`config.mk`:
```
export PLATFORM = sky130hd
export DESIGN_NAME = ws2812_tx
export DESIGN_NICKNAME = d
export VERILOG_FILES = /design/src/rtl/ws2812_tx.sv
export SDC_FILE = /design/constraint.sdc
export NUM_CORES = 1
export LEC_CHECK = 0
export ABC_AREA = 0
export CAP_MARGIN = 30
export CORE_MARGIN = 3
export CORE_UTILIZATION = 44
export DETAILED_ROUTE_END_ITERATION = 8
export PLACE_DENSITY = 0.72
export SLEW_MARGIN = 20
export SYNTH_ARGS = -nofsm -noshare
export SYNTH_HDL_FRONTEND = slang
export SYNTH_SLANG_ARGS = --single-unit
```
`constraint.sdc`:
```
create_clock -name clk_in -period 6.02 [get_ports clk_in]
set_clock_uncertainty 0.2 [all_clocks]
set_input_delay 0.602 -clock clk_in [delete_from_list [all_inputs] [get_ports clk_in]]
set_output_delay 0.602 -clock clk_in [all_outputs]
set_load 0.01 [all_outputs]
```
`src/rtl/ws2812_tx.sv`:
```
// rtl/ws2812_tx.sv - WS2812 single-wire pixel serializer with latch gap and pixel/frame strobes
// Pulls 24-bit GRB words over valid/ready and emits MSB-first pulse-width-coded bits.
module ws2812_tx #(
    parameter int T0H_CYCLES    = 40,
    parameter int T0L_CYCLES    = 85,
    parameter int T1H_CYCLES    = 80,
    parameter int T1L_CYCLES    = 45,
    parameter int TRESET_CYCLES = 8000,
    parameter int NUM_PIXELS    = 64
) (
    input  logic        clk_in,
    input  logic        rst_n_in,
    input  logic        start_in,
    input  logic [23:0] pixel_data_in,
    input  logic        pixel_valid_in,
    output logic        pixel_ready_out,
    output logic        pixel_done_out,
    output logic        frame_done_out,
    output logic        busy_out,
    output logic        strip_out
);

    localparam int TMAX_A = (T0H_CYCLES > T0L_CYCLES) ? T0H_CYCLES : T0L_CYCLES;
    localparam int TMAX_B = (T1H_CYCLES > T1L_CYCLES) ? T1H_CYCLES : T1L_CYCLES;
    localparam int TMAX_C = (TMAX_A > TMAX_B) ? TMAX_A : TMAX_B;
    localparam int TMAX   = (TMAX_C > TRESET_CYCLES) ? TMAX_C : TRESET_CYCLES;
    localparam int TW     = $clog2(TMAX) + 1;
    localparam int PW     = (NUM_PIXELS > 1) ? $clog2(NUM_PIXELS + 1) : 1;

    localparam logic [TW-1:0] T0H_M1    = TW'(T0H_CYCLES - 1);
    localparam logic [TW-1:0] T0L_M1    = TW'(T0L_CYCLES - 1);
    localparam logic [TW-1:0] T1H_M1    = TW'(T1H_CYCLES - 1);
    localparam logic [TW-1:0] T1L_M1    = TW'(T1L_CYCLES - 1);
    localparam logic [TW-1:0] TRESET_M1 = TW'(TRESET_CYCLES - 1);
    localparam logic [PW-1:0] LAST_PIX  = PW'(NUM_PIXELS - 1);

    typedef enum logic [2:0] {
        S_IDLE,
        S_LOAD,
        S_HIGH,
        S_LOW,
        S_LATCH
    } state_t;

    state_t          state_q, state_d;
    logic [TW-1:0]   cnt_q, cnt_d;
    logic [23:0]     shift_q, shift_d;
    logic [4:0]      bit_idx_q, bit_idx_d;
    logic [PW-1:0]   pix_cnt_q, pix_cnt_d;
    logic            pixel_done_q, pixel_done_d;
    logic            strip_q;
    logic            frame_done;

    function automatic logic [TW-1:0] high_len_m1(input logic b);
        return b ? T1H_M1 : T0H_M1;
    endfunction

    function automatic logic [TW-1:0] low_len_m1(input logic b);
        return b ? T1L_M1 : T0L_M1;
    endfunction

    always_comb begin
        state_d         = state_q;
        cnt_d           = cnt_q;
        shift_d         = shift_q;
        bit_idx_d       = bit_idx_q;
        pix_cnt_d       = pix_cnt_q;
        pixel_done_d    = 1'b0;
        frame_done      = 1'b0;
        pixel_ready_out = 1'b0;
        case (state_q)
            S_IDLE: begin
                if (start_in) begin
                    state_d = S_LOAD;
                end
            end
            S_LOAD: begin
                pixel_ready_out = 1'b1;
                if (pixel_valid_in) begin
                    shift_d   = pixel_data_in;
                    bit_idx_d = 5'd23;
                    cnt_d     = high_len_m1(pixel_data_in[23]);
                    state_d   = S_HIGH;
                end
            end
            S_HIGH: begin
                if (cnt_q == '0) begin
                    cnt_d   = low_len_m1(shift_q[23]);
                    state_d = S_LOW;
                end else begin
                    cnt_d = cnt_q - 1'b1;
                end
            end
            S_LOW: begin
                if (cnt_q != '0) begin
                    cnt_d = cnt_q - 1'b1;
                end else if (bit_idx_q != 5'd0) begin
                    shift_d   = {shift_q[22:0], 1'b0};
                    bit_idx_d = bit_idx_q - 5'd1;
                    cnt_d     = high_len_m1(shift_q[22]);
                    state_d   = S_HIGH;
                end else begin
                    pixel_done_d = 1'b1;
                    // The final pixel holds its count; it clears when the latch gap ends.
                    if (pix_cnt_q == LAST_PIX) begin
                        cnt_d   = TRESET_M1;
                        state_d = S_LATCH;
                    end else begin
                        pix_cnt_d = pix_cnt_q + 1'b1;
                        state_d   = S_LOAD;
                    end
                end
            end
            S_LATCH: begin
                if (cnt_q == '0) begin
                    frame_done = 1'b1;
                    pix_cnt_d  = '0;
                    state_d    = S_IDLE;
                end else begin
                    cnt_d = cnt_q - 1'b1;
                end
            end
            default: begin
                state_d = S_IDLE;
            end
        endcase
    end

    always_ff @(posedge clk_in) begin
        if (!rst_n_in) begin
            state_q      <= S_IDLE;
            cnt_q        <= '0;
            shift_q      <= '0;
            bit_idx_q    <= '0;
            pix_cnt_q    <= '0;
            pixel_done_q <= 1'b0;
            strip_q      <= 1'b0;
        end else begin
            state_q      <= state_d;
            cnt_q        <= cnt_d;
            shift_q      <= shift_d;
            bit_idx_q    <= bit_idx_d;
            pix_cnt_q    <= pix_cnt_d;
            pixel_done_q <= pixel_done_d;
            strip_q      <= (state_d == S_HIGH);
        end
    end

    assign pixel_done_out = pixel_done_q;
    assign frame_done_out = frame_done;
    assign busy_out       = (state_q != S_IDLE);
    assign strip_out      = strip_q;

endmodule

```
# Word level (Yosys, flattened, before mapping)
# Cells that the tools add are included.
[classes]
addsub = 3
mul = 0
div = 0
order_cmp = 0
n_eq_ne = 14
shift = 0
mux = 35
bitwise = 2
reduce_logical = 12
[ops]
columns = ["operator", "n"]
rows = [
  ["$mux 14", 6],
  ["$mux 24", 3],
  ["$pmux 14 s4", 1],
  ["$mux 7", 7],
  ["$pmux 24 s2", 1],
  ["$mux 3", 7],
  ["$mux 5", 3],
  ["$pmux 3 s5", 1],
  ["$logic_not 14->1", 1],
  ["$ne 2x2->1 const B", 7],
  ["$pmux 7 s2", 1],
  ["$reduce_bool 14->1", 1],
  ["$sub 14x1->14 const B", 1],
  ["$pmux 5 s2", 1],
  ["$eq 3x2->1 const B", 3],
  ["$reduce_and 4->1", 2],
  ["$add 7x1->7 const B", 1],
  ["$eq 7x6->1 const B", 1],
  ["$reduce_and 5->1", 1],
  ["$reduce_bool 5->1", 1],
  ["$sub 5x1->5 const B", 1],
  ["$mux 1", 4],
  ["$ne 4x4->1 const B", 1],
  ["$reduce_bool 2->1", 2],
  ["other kinds (7)", 8],
]
[word_totals]
regBits = 55
latchBits = 0
ramBits = 0
romBits = 0
inputBits = 28
out_inout_bits = 5
word_cells = 73
memories = 0

# Logic depth before layout (Yosys ltp)
[logic_depth]
ltp_word = 6
depth_mapped = 9
mapped_depth_nobuf = 8

# Worst setup path before layout
# OpenSTA, ideal clock, no wires.
[synth_path]
path_type = "register to register"
from = "reg cnt_q[3]"
to = "reg cnt_q[2]"
setup_ns = 0.115
arrival_time_ns = 2.399
t_required_ns = 5.705
slack_ns = 3.307
stages_incl_launch_ff = 9
n_path_buf = 2
period_less_slack_ns = 2.713
path_cell_list = "dfxtp_1 -> or4_4 -> or4_4 -> buf_6 -> o41ai_2 -> a21boi_4 -> buf_6 -> a21oi_1 -> o21a_1"
[synth_via]
elab_chain_len = 3
word_cells_on_any_way = 8
cone_classes = "eq/ne: 2; mux: 3; reduce/logical: 3"
[synth_rtl]
columns = ["element", "line", "text"]
rows = [
  ["start, declared", "46", "logic [TW-1:0] cnt_q, cnt_d;"],
  ["start signal, assigned", "140", "cnt_q <= cnt_d;"],
  ["$reduce_bool 14->1 / $logic_not 14->1 (equally long branches)", "95, 87, 115", ""],
  ["$ne 4x4->1 (no source line) (tied with other cells)", "-", ""],
  ["$reduce_and 4->1 (no source line) / $pmux 14 s4 (equally long branches)", "-", ""],
]
# Parallel ways exist; a longest one is shown, timed or not.
# A chain may end at the register's enable or synchronous reset.

# Final worst setup path
[layout_path]
from = "reg cnt_q[3]"
to = "out frame_done_out"
[layout_via]
elab_chain_len = 3
[layout_rtl]
columns = ["element", "line", "text"]
rows = [
  ["$logic_not 14->1", "115", "if (cnt_q == '0) begin"],
  ["$mux 1", "115", ""],
  ["$mux 1", "71", "case (state_q)"],
  ["end, declared", "18", "output logic frame_done_out,"],
]
# Every way passes these cells.

==> flow_results.xml <==
<?xml version="1.0" encoding="UTF-8"?>
<metrics>
  <group name="logic_synthesis">
    <metric name="mappedNetlistArea" unit="sq um">2994</metric>
    <metric name="ys_warn_count" unit="">0</metric>
    <metric name="synth_simple_gate_area_share" unit="">0.2863</metric>
    <metric name="synth_compound_gate_area_share" unit="">0.2482</metric>
    <metric name="synth_mux_area_frac" unit="">0.003343</metric>
    <metric name="edff_count_synth" unit="">0</metric>
    <metric name="seq_area_frac_synth" unit="">0.3677</metric>
    <metric name="synth_fa_ha_area_frac" unit="">0.02089</metric>
    <metric name="synth_async_sr_flop_share" unit="">0</metric>
    <metric name="postSynthNetCount" unit="">419</metric>
    <metric name="ys.flop_type" unit="">sky130_fd_sc_hd__dfxtp_1</metric>
    <metric name="yosys.area_share.xor_xnor" unit="">0.02340</metric>
    <metric name="post_synth_inst_count" unit="">386</metric>
    <metric name="synth.ff_latch_count" unit="">55</metric>
    <metric name="synth_top_family_by_area" unit="">simple AND/OR/NAND/NOR gates</metric>
    <metric name="synth.lib_cells_used.distinct" unit="">57</metric>
    <metric name="avgSynthCellArea" unit="sq um">7.757</metric>
  </group>
  <group name="placement">
    <metric name="place_worst_setup_slack" unit="ns">2.642</metric>
    <metric name="dpl-instance-area" unit="sq um">3294</metric>
    <metric name="gpl.final_weighted_congestion" unit="">0.8334</metric>
    <metric name="portBuffers" unit="">32</metric>
    <metric name="dp_hpwl" unit="microns">4881</metric>
  </group>
  <group name="run_status">
    <metric name="outcome" unit="">complete, no violations</metric>
  </group>
  <group name="worst_setup_path">
    <metric name="r2r_setup_slack" unit="ns">2.82</metric>
    <metric name="r2r_end" unit="">pix_cnt_q[5]</metric>
    <metric name="timing.rr.start" unit="">state_q[0]</metric>
    <metric name="worstSetupEndpointType" unit="">output port</metric>
    <metric name="critical_path_class" unit="">reg -&gt; out</metric>
    <metric name="reg2regPathDepth" unit="">6</metric>
    <metric name="crit_fanout" unit="">9</metric>
    <metric name="setup.worst_path.start_class" unit="">flip-flop</metric>
    <metric name="critPathRequiredTime" unit="ns">5.22</metric>
    <metric name="startpoint" unit="">cnt_q[3]</metric>
    <metric name="crit_arrival" unit="ns">2.75</metric>
  </group>
  <group name="flow_run">
    <metric name="maxcap_viol_count" unit="">0</metric>
  </group>
  <group name="die">
    <metric name="rows" unit="">29</metric>
    <metric name="start_util" unit="">0.4636</metric>
    <metric name="io_count" unit="">33</metric>
    <metric name="core_area" unit="sq um">6459</metric>
    <metric name="die_w" unit="microns">88.49</metric>
    <metric name="die_height" unit="microns">88.49</metric>
    <metric name="die_area" unit="sq um">7830</metric>
  </group>
  <group name="sta">
    <metric name="grt_setup_unrepaired" unit="">no</metric>
    <metric name="fin_setup_tns" unit="ns">0</metric>
    <metric name="final-hold-violation-count" unit="">0</metric>
    <metric name="worst_slew_pin_slew" unit="ns">0.9582</metric>
    <metric name="final_worst_path_cycle_share" unit="">0.5900</metric>
    <metric name="timing.final.ws_setup" unit="ns">2.468</metric>
    <metric name="max_clock_freq" unit="MHz">281.6</metric>
    <metric name="final_period_minus_worst_setup_slack" unit="ns">3.552</metric>
    <metric name="final-max-slew-violation-count" unit="">0</metric>
    <metric name="slew-limit-headroom" unit="">0.3612</metric>
    <metric name="setup_viol" unit="">0</metric>
  </group>
  <group name="route">
    <metric name="wl_per_cell" unit="microns">14.87</metric>
    <metric name="ant_nets" unit="">0</metric>
    <metric name="drc_markers" unit="">0</metric>
    <metric name="first_iter_violations" unit="">214</metric>
    <metric name="drt-total-wl" unit="microns">7138</metric>
    <metric name="number_of_detailed_routing_iterations_run_before_antenna_repair" unit="">4</metric>
    <metric name="avgViaCountPerCell" unit="">6.027</metric>
    <metric name="dr_total_vias" unit="">2893</metric>
  </group>
  <group name="cells_and_area">
    <metric name="final_common_cell" unit="">sky130_fd_sc_hd__nand2_1</metric>
    <metric name="layout.filler_cells" unit="">657</metric>
    <metric name="final_cell_area" unit="sq um">3397</metric>
    <metric name="fin_nets" unit="">435</metric>
    <metric name="regArea" unit="sq um">1101</metric>
    <metric name="area_used_by_multi_input_combinational_logic" unit="sq um">1743</metric>
    <metric name="layout-drive-gt1-share" unit="">0.05707</metric>
    <metric name="synthToLayoutAreaGrowth" unit="%">13.46</metric>
    <metric name="num_antenna_cells" unit="">0</metric>
    <metric name="mostFrequentLayoutCells" unit="">sky130_fd_sc_hd__nand2_1, sky130_fd_sc_hd__dfxtp_1, sky130_fd_sc_hd__nor2_1, sky130_fd_sc_hd__clkdlybuf4s50_1</metric>
  </group>
  <group name="global_route">
    <metric name="grt_pass1_wl" unit="microns">11740</metric>
    <metric name="grt_util_all_layers" unit="">0.1860</metric>
    <metric name="initial_antenna_violation_count" unit="">0</metric>
    <metric name="via_count_of_the_first_global_routing_pass" unit="">2558</metric>
    <metric name="grt_max_degree" unit="">52</metric>
    <metric name="globalRouteOverflowTotal" unit="">0</metric>
  </group>
  <group name="clock_tree">
    <metric name="cts_hold_buf" unit="">0</metric>
    <metric name="insertion_delay" unit="ns">0.32</metric>
    <metric name="tritoncts.num_buffers" unit="">5</metric>
    <metric name="cts.reportedPaths.clkPinSlew" unit="ns">0.10</metric>
    <metric name="htree_levels" unit="">2</metric>
    <metric name="clock_path_buffers" unit="">2</metric>
    <metric name="clock_tree.root_cell" unit="">sky130_fd_sc_hd__clkbuf_8</metric>
    <metric name="cts_tree" unit="">yes</metric>
    <metric name="cts.repair_timing.setup_buffer_count" unit="">0</metric>
    <metric name="cts_num_sinks" unit="">55</metric>
    <metric name="post_cts.resized_instances" unit="">0</metric>
  </group>
  <group name="power_and_ir_drop">
    <metric name="maximum_ir_drop_on_the_vdd_rail" unit="V">0.0001298</metric>
    <metric name="p_leak" unit="uW">0.001192</metric>
    <metric name="cellPowerDensity" unit="nW/um^2">281.5</metric>
  </group>
  <group name="min_path">
    <metric name="hold-path-endpoint" unit="">shift_q[0]</metric>
    <metric name="worst_hold_path.num_cells" unit="">2</metric>
    <metric name="timing.hold.worst.class" unit="">reg -&gt; reg</metric>
    <metric name="hold_path_startpoint" unit="">shift_q[0]</metric>
  </group>
</metrics>
synthesized netlist by cell type (2+ instances only):
library cell	instances	area, sq um
sky130_fd_sc_hd__clkbuf_1	17	63.81
sky130_fd_sc_hd__and3_1	2	12.51
sky130_fd_sc_hd__a21oi_1	25	125.1
sky130_fd_sc_hd__xnor2_1	3	26.28
sky130_fd_sc_hd__nand2b_1	7	43.79
sky130_fd_sc_hd__or4_4	2	22.52
sky130_fd_sc_hd__o21a_1	2	15.01
sky130_fd_sc_hd__inv_1	6	22.52
sky130_fd_sc_hd__buf_4	3	22.52
sky130_fd_sc_hd__o41ai_1	2	17.52
sky130_fd_sc_hd__nor2b_1	2	12.51
sky130_fd_sc_hd__dfxtp_1	55	1101
sky130_fd_sc_hd__a311oi_1	25	219.0
sky130_fd_sc_hd__or3_1	4	25.02
sky130_fd_sc_hd__nor3b_1	2	15.01
sky130_fd_sc_hd__nor3_1	14	70.07
sky130_fd_sc_hd__buf_2	3	15.01
sky130_fd_sc_hd__a2111oi_0	2	17.52
sky130_fd_sc_hd__o32ai_1	3	26.28
sky130_fd_sc_hd__a31oi_1	3	18.77
sky130_fd_sc_hd__nor2_1	48	180.2
sky130_fd_sc_hd__a211oi_1	3	22.52
sky130_fd_sc_hd__a21boi_0	2	15.01
sky130_fd_sc_hd__xor2_1	5	43.79
sky130_fd_sc_hd__o21ai_0	22	110.1
sky130_fd_sc_hd__nand3_1	9	45.04
sky130_fd_sc_hd__nand3b_1	3	22.52
sky130_fd_sc_hd__nand2_1	70	262.8
sky130_fd_sc_hd__and2_1	3	18.77
sky130_fd_sc_hd__ha_1	5	62.56
sky130_fd_sc_hd__nand4_1	6	37.54
sky130_fd_sc_hd__nor4_1	2	12.51
sky130_fd_sc_hd__buf_6	2	22.52
power breakdown:
part / internal [uW] / switching (uW) / total [uW]
clock: 83.6 / 125 / 209
sequential: 396 / 32.1 / 428
combinational: 122 / 197 / 320
critical path: stages, from the launching register on:
cell                              delay (ns)
sky130_fd_sc_hd__dfxtp_1                0.37
sky130_fd_sc_hd__or4_4                  0.59
sky130_fd_sc_hd__nor4_2                 0.38
sky130_fd_sc_hd__nand2_1                0.35
sky130_fd_sc_hd__nor2_1                 0.19
sky130_fd_sc_hd__clkdlybuf4s50_1        0.55
logic make-up after synthesis:
| logic type | after synthesis |
|---|---|
| simple gates | 182 |
| compound gates | 103 |
| flops | 55 |
| buf+inv | 32 |
| xor+xnor | 8 |
| fa+ha+maj | 5 |
| mux | 1 |
state kept, by name, indices dropped and copies added, names as in the netlist:
register        flops
state_q             3
strip_out           1
pixel_done_out      1
cnt_q              14
bit_idx_q           5
shift_q            24
pix_cnt_q           7
routing by layer:
| metal | part of all wire | global-route usage | vias to the layer above |
|---|---|---|---|
| li1 | - | - | 1430 |
| met1 | 0.48 | 0.2503 | 1382 |
| met2 | 0.47 | 0.3066 | 74 |
| met3 | 0.045 | 0.03259 | 7 |
| met4 | 0.0095 | 0.05357 | 0 |
| met5 | 0 | 0 | - |
worst max-delay path by stage:
stage                endpoint  slack [ns]
2_1_floorplan        cnt_q[2]        3.31
3_3_place_gp     bit_idx_q[2]        2.79
3_5_place_dp      shift_q[16]        2.64
4_1_cts        frame_done_out        2.48
5_1_grt        frame_done_out        2.32
6_report       frame_done_out        2.47
metrics by stage:
stage / hold WS [ns] / util / std cells / power, uW
after floorplan: 0.2498 / - / 386 / 676.7
after global placement: 0.2599 / 0.5101 / 471 / 743.9
after detailed placement: 0.2615 / 0.5101 / 471 / 748.1
after CTS: 0.2791 / 0.5242 / 479 / 956.0
after global routing: 0.3033 / 0.5260 / 480 / 1016
final: 0.2786 / 0.5260 / 480 / 956.4
area by class of cell:
type / count / area share
multi-input combinational: 299 / 0.5131
timing repair buffer: 34 / 0.09982
inverter: 7 / 0.007735
clock inverter: 3 / 0.006630
clock buffer: 5 / 0.02026
sequential: 55 / 0.3241
tap: 77 / 0.02836
Power figures use the tool's default switching activity.
